===== config.mk =====
export PLATFORM = sky130hd
export DESIGN_NAME = pmod_debounce
export DESIGN_NICKNAME = d
export VERILOG_FILES = /design/src/rtl/pmod_debounce_pkg.sv /design/src/rtl/debounce_chan.sv /design/src/rtl/pmod_debounce.sv
export SDC_FILE = /design/constraint.sdc
export NUM_CORES = 1
export LEC_CHECK = 0
export CORE_MARGIN = 5
export CORE_UTILIZATION = 55
export CTS_CLUSTER_SIZE = 12
export DETAILED_ROUTE_END_ITERATION = 7
export PLACE_DENSITY = 0.81
export SYNTH_ARGS = -nofsm -noshare
export SYNTH_HDL_FRONTEND = slang
export SYNTH_HIERARCHICAL = 1
export SYNTH_SLANG_ARGS = --single-unit

===== constraint.sdc =====
create_clock -name clk -period 1.9 [get_ports clk]
set_input_delay 0.285 -clock clk [delete_from_list [all_inputs] [get_ports clk]]
set_output_delay 0.285 -clock clk [all_outputs]
set_load 0.02 [all_outputs]

===== src/rtl/pmod_debounce_pkg.sv =====
// ---------------------------------------------------------------------------
// pmod_debounce_pkg
//   Shared constants for the PMOD push-button front end.
//   PMOD_IDLE_LEVEL            : released level of an active-low button (1)
//   PMOD_WIDTH                 : number of button channels on the PMOD header
//   PMOD_DEBOUNCE_CYCLES_12MHZ : 10 ms settle window at 12 MHz
//   PMOD_SYNC_STAGES           : synchroniser depth for the asynchronous pins
//   cnt_width()                : width of a counter that must reach n-1
// ---------------------------------------------------------------------------
package pmod_debounce_pkg;

    localparam logic PMOD_IDLE_LEVEL            = 1'b1;
    localparam int   PMOD_WIDTH                 = 3;
    localparam int   PMOD_DEBOUNCE_CYCLES_12MHZ = 120000;
    localparam int   PMOD_SYNC_STAGES           = 2;

    // Enough bits to hold 0 .. n-1; never below one bit.
    function automatic int cnt_width(input int n);
        return (n > 1) ? $clog2(n) : 1;
    endfunction

endpackage


===== src/rtl/debounce_chan.sv =====
// ---------------------------------------------------------------------------
// debounce_chan
//   One button channel: multi-flop synchroniser, stability counter,
//   registered debounced level and one-cycle transition strobes.
//   Optional feature macro: PMOD_DEBOUNCE_RELEASE_PULSE_EN adds release_pulse.
// Ports
//   clk           : system clock
//   rst_n         : asynchronous active-low reset
//   raw           : raw active-low pin level, asynchronous to clk
//   db            : debounced level, active-low, registered
//   press_pulse   : one-cycle strobe on an accepted 1->0 transition
//   release_pulse : one-cycle strobe on an accepted 0->1 transition (macro only)
// ---------------------------------------------------------------------------
module debounce_chan
    import pmod_debounce_pkg::*;
#(
    parameter int SYNC_STAGES   = PMOD_SYNC_STAGES,
    parameter int STABLE_CYCLES = PMOD_DEBOUNCE_CYCLES_12MHZ
) (
    input  logic clk,
    input  logic rst_n,
    input  logic raw,
    output logic db,
    output logic press_pulse
`ifdef PMOD_DEBOUNCE_RELEASE_PULSE_EN
    ,
    output logic release_pulse
`endif
);

    localparam int              CNT_W    = cnt_width(STABLE_CYCLES);
    localparam logic [CNT_W-1:0] CNT_LAST = CNT_W'(STABLE_CYCLES - 1);

    logic [SYNC_STAGES-1:0] sync_q;
    logic [CNT_W-1:0]       cnt;
    logic                   sync;

    assign sync = sync_q[SYNC_STAGES-1];

    // The counter only runs while the synchronised input disagrees with the
    // accepted level; agreement (including a bounce back) clears it, and
    // reaching CNT_LAST accepts the new level and clears it, so it never wraps.
    always_ff @(posedge clk or negedge rst_n) begin
        if (!rst_n) begin
            sync_q      <= {SYNC_STAGES{PMOD_IDLE_LEVEL}};
            db          <= PMOD_IDLE_LEVEL;
            cnt         <= '0;
            press_pulse <= 1'b0;
`ifdef PMOD_DEBOUNCE_RELEASE_PULSE_EN
            release_pulse <= 1'b0;
`endif
        end else begin
            sync_q      <= {sync_q[SYNC_STAGES-2:0], raw};
            press_pulse <= 1'b0;
`ifdef PMOD_DEBOUNCE_RELEASE_PULSE_EN
            release_pulse <= 1'b0;
`endif
            if (sync == db) begin
                cnt <= '0;
            end else if (cnt == CNT_LAST) begin
                db          <= sync;
                cnt         <= '0;
                press_pulse <= ~sync;
`ifdef PMOD_DEBOUNCE_RELEASE_PULSE_EN
                release_pulse <= sync;
`endif
            end else begin
                cnt <= cnt + CNT_W'(1);
            end
        end
    end

endmodule


===== src/rtl/pmod_debounce.sv =====
// ---------------------------------------------------------------------------
// pmod_debounce
//   Synchronises and debounces the active-low PMOD push buttons. Outputs keep
//   the active-low polarity so the adder logic uses pmod_db directly.
//   Optional feature macro: PMOD_DEBOUNCE_RELEASE_PULSE_EN adds release_pulse.
// Ports
//   clk           : system clock (12 MHz on iCEstick)
//   rst_n         : asynchronous active-low reset
//   pmod_raw      : raw pin levels, active-low, asynchronous
//   pmod_db       : debounced levels, active-low, registered
//   press_pulse   : per-bit one-cycle strobe on accepted 1->0 transition
//   release_pulse : per-bit one-cycle strobe on accepted 0->1 (macro only)
// ---------------------------------------------------------------------------
module pmod_debounce
    import pmod_debounce_pkg::*;
#(
    parameter int WIDTH         = PMOD_WIDTH,
    parameter int SYNC_STAGES   = PMOD_SYNC_STAGES,
    parameter int STABLE_CYCLES = PMOD_DEBOUNCE_CYCLES_12MHZ
) (
    input  logic             clk,
    input  logic             rst_n,
    input  logic [WIDTH-1:0] pmod_raw,
    output logic [WIDTH-1:0] pmod_db,
    output logic [WIDTH-1:0] press_pulse
`ifdef PMOD_DEBOUNCE_RELEASE_PULSE_EN
    ,
    output logic [WIDTH-1:0] release_pulse
`endif
);

    for (genvar i = 0; i < WIDTH; i++) begin : g_chan
        debounce_chan #(
            .SYNC_STAGES   (SYNC_STAGES),
            .STABLE_CYCLES (STABLE_CYCLES)
        ) u_chan (
            .clk           (clk),
            .rst_n         (rst_n),
            .raw           (pmod_raw[i]),
            .db            (pmod_db[i]),
            .press_pulse   (press_pulse[i])
`ifdef PMOD_DEBOUNCE_RELEASE_PULSE_EN
            ,
            .release_pulse (release_pulse[i])
`endif
        );
    end

endmodule


Word level (Yosys, flattened, before mapping)
Index checks and enable logic that the tools add are counted.

Flip-flop bits (word level): 63. Bits of input ports: 5. Output and inout port bits: 6. Word-level logic and storage cells: 42.

$add $sub $neg: 3. Equal/unequal tests: 6. Mux-type cells: 12. Bitwise gates (word level): 6. Reductions and logical operators: 3.

Operators by type and width (number): $mux W17 (6); $add A17 B1 Y17 const B (3); $eq A17 B17 Y1 const B (3); $mux W1 (6); $not A1 Y1 (6); $reduce_and A2 Y1 (3); $eq A1 B1 Y1 (3).

Longest topological paths before layout
Gate-level depths: netlist (run 1).

Depth in word-level cells: 3. Gate-level depth with buffers: 6. Depth with buffers taken out: 5.

Modules after synthesis
The synthesis (run 1) kept the hierarchy.

By module, submodules not included: debounce_chan (instances 3, cells an instance 94, area an instance 1012.2 sq um, sequential area each 529.3 sq um).

Worst setup path before layout (run 1)
No wires, ideal clock.

Kind: reg-to-reg. Start point: register g_chan[0].u_chan.cnt[0]. End point: register g_chan[0].u_chan.cnt[10]. Library setup time: 119 ps. Arrival time: 1500 ps. Required time: 1781 ps. Setup slack: 281 ps. Cell stages (with the launch flop): 7. Buffers on the path: 1. Period minus slack after synthesis: 1619 ps. Path through: dfrtp_1 > ha_1 > nand4b_1 > or4_4 > nand2_4 > buf_6 > nor2_1.

Cells in the longest elaborated chain, start to end: 3. Elaborated cells between the ends (all ways): 4. Classes of those cells: add/sub (1); eq/ne (1); mux (2).

RTL lines: start: declaration (RTL line debounce_chan.sv:35) `logic [CNT_W-1:0] cnt;`; start signal: assignment (RTL line debounce_chan.sv:68) `cnt <= cnt + CNT_W'(1);`; $add A17 B1 Y17 / $eq A17 B17 Y1 (equally long branches) (RTL line debounce_chan.sv:68, debounce_chan.sv:60); $mux W17 * (RTL line debounce_chan.sv:60) `end else if (cnt == CNT_LAST) begin`; $mux W17 * (RTL line debounce_chan.sv:58) `if (sync == db) begin`.

Every way passes the cells marked *; elsewhere a longest branch is shown, timed or not. A chain may end at the register's enable or synchronous reset.

Worst setup path after layout (run 1)
Start point: register g_chan[0].u_chan.db. End point: output pmod_db[0].

RTL lines: start: declaration (RTL line debounce_chan.sv:23) `output logic db,`; start signal: assignment (RTL line debounce_chan.sv:61) `db <= sync;`; end: declaration (RTL line pmod_debounce.sv:24) `output logic [WIDTH-1:0] pmod_db,`.

No word-level cell between the ends.

==> results of run 1 <==
## worst max path at each step
stage          slack [ns]                                  to  cells past startpoint                              start
5_1_grt              0.01  g_chan[0].u_chan/cnt[15]$_DFF_PN0_                      5  g_chan[0].u_chan/cnt[0]$_DFF_PN0_
6_report             0.10                          pmod_db[0]                      1    g_chan[0].u_chan/db$_DFFE_PN1P_
4_1_cts              0.08                          pmod_db[0]                      1    g_chan[0].u_chan/db$_DFFE_PN1P_
3_3_place_gp         0.17  g_chan[2].u_chan/cnt[15]$_DFF_PN0_                      5  g_chan[2].u_chan/cnt[0]$_DFF_PN0_
2_1_floorplan        0.28  g_chan[0].u_chan/cnt[10]$_DFF_PN0_                      6  g_chan[0].u_chan/cnt[0]$_DFF_PN0_
3_5_place_dp         0.11  g_chan[2].u_chan/cnt[15]$_DFF_PN0_                      5  g_chan[2].u_chan/cnt[0]$_DFF_PN0_
## sequential cells by signal, summed over array words and instances, names as in the netlist
name / flops
g_chan.u_chan/press_pulse: 3
g_chan.u_chan/db: 3
g_chan.u_chan/cnt: 51
g_chan.u_chan/sync_q: 6
## power by group through the flow
stage | Sequential [mW] | Combinational (mW) | Clock [mW]
floorplan | 1.41 | 0.0566 | 0
finish | 1.39 | 0.0915 | 1.06
CTS | 1.39 | 0.0950 | 1.10
global route | 1.39 | 0.106 | 1.18
detailed placement | 1.42 | 0.0930 | 0
global placement | 1.41 | 0.0912 | 0
## cells by family (layout without fill, tap and decap cells)
family | count (synthesis) | count (layout) | share of synthesized area
AND/OR/NAND/NOR | 147 | 147 | 0.276
flip-flops | 63 | 63 | 0.523
XOR/XNOR | 45 | 45 | 0.130
buffers and inverters | 15 | 39 | 0.0284
AO/OA/AOI/OAI | 6 | 6 | 0.0161
adder cells (fa/ha/maj) | 3 | 3 | 0.0124
multiplexers | 3 | 3 | 0.0148
## layer usage
metal / vias to the layer above / share of wire / GRT usage
li1: 1018 / - / -
met1: 1014 / 0.47 / 0.216
met2: 54 / 0.46 / 0.259
met3: 8 / 0.050 / 0.0648
met4: 0 / 0.013 / 0.0673
met5: - / 0 / 0
## Yosys cell counts, types with 6 or more instances
| library cell | instances | area (um2) |
|---|---|---|
| dfrtp_1 | 54 | 1350 |
| dfstp_2 | 9 | 236 |
| inv_1 | 6 | 22.5 |
| nand2_1 | 12 | 45.0 |
| nand3_1 | 12 | 60.1 |
| nand4_1 | 15 | 93.8 |
| nand4b_1 | 9 | 78.8 |
| nor2_1 | 57 | 214 |
| nor3_1 | 9 | 45.0 |
| nor4_1 | 9 | 56.3 |
| xnor2_1 | 36 | 315 |
| xor2_1 | 9 | 78.8 |
## per-stage QoR
| step | utilization | hold slack (ns) |
|---|---|---|
| final | 0.627 | 0.350 |
| after floorplan | - | -0.0106 |
| after global placement | 0.591 | 0.324 |
| after detailed placement | 0.591 | 0.328 |
| after global routing | 0.627 | 0.322 |
| after CTS | 0.627 | 0.327 |
## final cells by class
class,instances,area [um2]
Clock buffer,13,169
Clock inverter,3,17.5
Fill cell,431,2030
Inverter,6,22.5
Multi-Input combinational cell,204,1360
Sequential cell,63,1590
Tap cell,72,90.1
Timing Repair Buffer,17,163
==> summary.md, run 1 <==
| Metric | Value |
|---|---|
| Largest net degree at the start of global routing | `27` |
| Crit path required time | `approximately 1.6 ns` |
| Period utilisation layout | `0.946` |
| YS warnings | `6` |
| CP peak stage delay | `0.61 ns` |
| CTS tree | `yes` |
| Commonest non-fill, non-tap cell in the layout | `nor2_1` |
| Initial antenna violation count | `0` |
| CP delay by family, top | `buffers and inverters` |
| Reg2reg setup slack | `approximately 0.11 ns` |
| Max Slew Vio Count | `0` |
| CP max FO | `4` |
| Global Route Usage Sum | `0.169` |
| Comb power frac | `0.036` |
| Clock buffer depth | `2` |
| Hold-fix buffers, CTS | `1` |
| Die W | `84.3 um` |
| Endpoint, Worst Hold | `g_chan[0].u_chan/sync_q[0]$_DFF_PN1_` |
| Drt initial violations | `100` |
| Share of cells above drive strength 1 | `0.180` |
| Fin nets | `around 310` |
| Hold path cells | `1` |
| Pwr Total | `approximately 2.5 mW` |
| Final setup violation count | `0` |
| Sw frac | `0.222` |
| Area Growth Syn to Fin | `12.4%` |
| Peak supply drop | `0.480 mV` |
| Vias per cell | `about 5.5` |
| Reg-to-reg endpoint | `g_chan[0].u_chan/cnt[15]$_DFF_PN0_` |
| Number of synthesized flops with an enable pin | `0` |
| Post-Syn Area | `between 3000 and 4000 um2` |
| Slew HR | `0.601` |
| Tightest Pin Transition | `0.599 ns` |
| Commonest non-fill, non-tap cells in the layout | `nor2_1, dfrtp_1, xnor2_1` |
| HPWL after detailed placement | `3640 um` |
| Clock root buffer | `clkbuf_8` |
| Final GP Congestion | `~0.87` |
| First-pass GRT wire length | `around 9500 um` |
| Critical path, cell by cell | `clkdlybuf4s50_1` |
| Vias in the first global route | `slightly above 2000` |
| CP Launch Type | `register` |
| CTS Buf Count | `9` |
| Max Clk Rate | `556 MHz` |
| Sequential fraction of the synthesis area | `0.523` |
| Area post-placement | `between 3000 and 4000 um2` |
| Core Footprint | `roughly 5400 um2` |
| Setup TNS | `0 ns` |
| Die ar. | `just over 7000 um2` |
| PostCTS Resize Cnt | `0` |
| Sink Count | `63` |
| Starting Density | `0.558` |
| Syn avg cell area | `between 10 and 15 um2` |
| Post-route ant nets | `0` |
| Worst reg2reg path startpoint | `g_chan[0].u_chan/cnt[0]$_DFF_PN0_` |
| Postcts setup bufs | `0` |
| Critical path type | `register to output pin` |
| Post-synth ARST share | `1.00` |
| Placed Cells | `roughly 360` |
| Clock Latency Late Sink | `between 0.3 and 0.4 ns` |
| Rows | `27` |
| # IOs | `11` |
| R2R depth | `5` |
| Dpl ws | `0.112 ns` |
| Power share of the clock group | `0.417` |
| Drt first pass iters | `5` |
| Mapped Cells | `about 280` |
| Hold crit path type | `input pin to register` |
| CP bufs+invs | `1` |
| Seq cells post-synth | `63` |
| Non-Filler Instances | `around 380` |
| Reg clk slew, reported paths | `approximately 0.07 ns` |
| Slowest-stage cell, CP | `clkdlybuf4s50_1` |
| Internal power contribution | `1.98 mW` |
| Ys flop type | `dfrtp_1` |
| Fin. Hold Viols | `0` |
| H-tree levels | `3` |
| DRC Markers | `0` |
| Cell Pwr Density | `~750 nW/um2` |
| Leakage | `around 1.3 nW` |
| Total global routing overflow | `0` |
| Min Tclk post-route | `~1.8 ns` |
| Die H | `84.3 um` |
| Worst setup EP type | `output pin` |
| Hold_sp | `pmod_raw[0]` |
| Wire per inst | `around 14 um` |
| Setup Skew | `0.0147 ns` |
| N_diodes | `0` |
| Sequential share of power | `0.547` |
| Routed WL | `approximately 5300 um` |
| IO buf count | `10` |
| Status | `finished clean` |
| Critical path arrival | `1.51 ns` |
| Final instance area | `~3400 um2` |
| Setup WS post-layout | `around 0.10 ns` |
| NetSw | `roughly 570 uW` |
| Synth Net Count | `290` |
| MaxCap Viol Count | `0` |
| RSZ-0062 raised after global routing | `false` |
| Yosys cell types | `27` |
| Total vias in the final route | `about 2100` |
(Power assumes the default switching activity.)
==> run 2, diff against run 1 <==
Settings changed: HOLD_SLACK_MARGIN set to 0.12.
==> results of run 2 <==
Final layout, timing and power as in run 1 (identical DEF).
==> run 3, diff against run 2 <==
Settings changed: CORE_MARGIN 5 to 4.
==> summary.md, run 3 (synthesized netlist as in run 1, its figures left out) <==
| Metric | Value |
|---|---|
| Worst reg2reg path startpoint | `g_chan[1].u_chan/cnt[0]$_DFF_PN0_` |
| Die W | `between 80 and 90 um` |
| Reg-to-reg endpoint | `g_chan[1].u_chan/cnt[15]$_DFF_PN0_` |
| Wire per inst | `13.8 um` |
| Tightest Pin Transition | `between 0.4 and 0.5 ns` |
| # IOs | `11` |
| # fillers | `between 400 and 500` |
| Commonest non-fill, non-tap cells in the layout | `nor2_1, dfrtp_1, xnor2_1` |
| Hold path cells | `1` |
| Commonest non-fill, non-tap cell in the layout | `nor2_1` |
| Rows | `26` |
| N_diodes | `0` |
| Status | `finished clean` |
| First-pass GRT wire length | `9090 um` |
| Slew HR | `0.727` |
| Reg2reg setup slack | `0.11 ns` |
| Critical path type | `register to register` |
| CP Launch Type | `register` |
| Die H | `roughly 82 um` |
| Postcts setup bufs | `0` |
| Leakage | `~1.3 nW` |
| Total global routing overflow | `0` |
| Fin nets | `between 300 and 400` |
| Register area | `around 1600 um2` |
| CP max FO | `16` |
| Reg clk slew, reported paths | `roughly 0.070 ns` |
| Multi-input gate area | `roughly 1400 um2` |
| Largest net degree at the start of global routing | `64` |
| Peak supply drop | `0.608 mV` |
| Drt initial violations | `approximately 140` |
| Largest registers | `g_chan.u_chan/cnt: 51 flops, g_chan.u_chan/sync_q: 6 flops` |
| Clock buffer depth | `2` |
| Vias per cell | `between 5 and 6` |
| RSZ-0062 raised after global routing | `false` |
| CTS tree | `yes` |
| Clock root buffer | `clkbuf_8` |
| Min Tclk post-route | `1.79 ns` |
| DRC Markers | `0` |
| Worst setup EP type | `register` |
| Top reg by flops | `g_chan.u_chan/cnt` |
| H-tree levels | `3` |
| Post-route ant nets | `0` |
| Final Util | `0.658` |
| Final GP Congestion | `slightly above 0.8` |
| Core Footprint | `approximately 5200 um2` |
| Drt first pass iters | `4` |
| Period utilisation layout | `0.944` |
| Cell Pwr Density | `795 nW/um2` |
| Final Hold Slack | `around 0.35 ns` |
| Vias in the first global route | `between 2000 and 2500` |
| Total vias in the final route | `roughly 2100` |
| Max Clk Rate | `approximately 560 MHz` |
| HPWL after detailed placement | `3640 um` |
| Endpoint, Worst Hold | `g_chan[2].u_chan/sync_q[0]$_DFF_PN1_` |
| Routed WL | `5220 um` |
| Initial antenna violation count | `0` |
| Setup TNS | `0 ns` |
| Share of cells above drive strength 1 | `0.182` |
| IO buf count | `10` |
| Clock Latency Late Sink | `around 0.34 ns` |
| Die ar. | `~6800 um2` |
| Critical path arrival | `between 2 and 2.5 ns` |
| MaxCap Viol Count | `0` |
| Setup Skew | `between 0.01 and 0.015 ns` |
| Starting Density | `0.580` |
| Crit path required time | `2.12 ns` |
| Global Route Usage Sum | `0.179` |
| Pwr Total | `between 2 and 3 mW` |
| R2R depth | `5` |
| Fin. Hold Viols | `0` |
| Max Slew Vio Count | `0` |
| CTS Buf Count | `9` |
| Sink Count | `63` |
| Final setup violation count | `0` |
| Number of flip-flops under the largest register name | `just over 50` |
| Area Growth Syn to Fin | `13.6%` |
| Hold_sp | `pmod_raw[2]` |
| Hold crit path type | `input pin to register` |
==> run 3: timing repair <==
action,in CTS,in global routing
gates resized for setup,0,1
hold buffers,1,0
endpoints found under the setup margin,0,1
hold endpoints to repair,54,0
==> run 3: worst max path at each step <==
stage,endpoint,start
after CTS,pmod_db[1],g_chan[1].u_chan/db$_DFFE_PN1P_
after global routing,g_chan[2].u_chan/cnt[15]$_DFF_PN0_,g_chan[2].u_chan/cnt[0]$_DFF_PN0_
after detailed placement,g_chan[2].u_chan/cnt[15]$_DFF_PN0_,g_chan[2].u_chan/cnt[0]$_DFF_PN0_
final,g_chan[1].u_chan/cnt[15]$_DFF_PN0_,g_chan[1].u_chan/cnt[0]$_DFF_PN0_
after global placement,g_chan[2].u_chan/cnt[15]$_DFF_PN0_,g_chan[2].u_chan/cnt[0]$_DFF_PN0_
after floorplan,g_chan[0].u_chan/cnt[10]$_DFF_PN0_,g_chan[0].u_chan/cnt[0]$_DFF_PN0_
==> run 3: worst max-delay path, stage by stage (launching register included) <==
cell and delay [ns]:
dfrtp_1 0.39, ha_1 0.26, nand4b_1 0.12, or4_4 0.54, nand2_4 0.19, o21ba_2 0.18
==> run 3: cell type report <==
type | count | area share
Sequential cell | 63 | 0.460
Timing Repair Buffer | 18 | 0.0493
Clock inverter | 4 | 0.0203
Clock buffer | 12 | 0.0421
Inverter | 6 | 0.00653
Tap cell | 70 | 0.0254
Multi-Input combinational cell | 204 | 0.396
==> run 3: per-stage QoR <==
stage / instance area, um2 / worst slack [ns] / instances
final: 3450 / 0.106 / 377
after global routing: 3450 / 0.00877 / 377
after CTS: 3450 / 0.0860 / 377
after detailed placement: 3220 / 0.105 / 360
after global placement: 3220 / 0.163 / 360
after floorplan: 3040 / 0.281 / 282
==> run 3: report_power, final <==
| part | switching (mW) | internal [mW] | total [mW] |
|---|---|---|---|
| clock | 0.487 | 0.771 | 1.26 |
| combinational | 0.0574 | 0.0332 | 0.0906 |
| sequential | 0.0232 | 1.37 | 1.39 |
| total | 0.567 | 2.17 | 2.74 |
==> run 3: routing by layer <==
metal,global-route usage,part of all wire,up-vias
met5,0,0,-
met4,0.0764,0.011,0
met3,0.0369,0.031,5
met2,0.281,0.48,37
met1,0.240,0.48,992
li1,-,-,1026
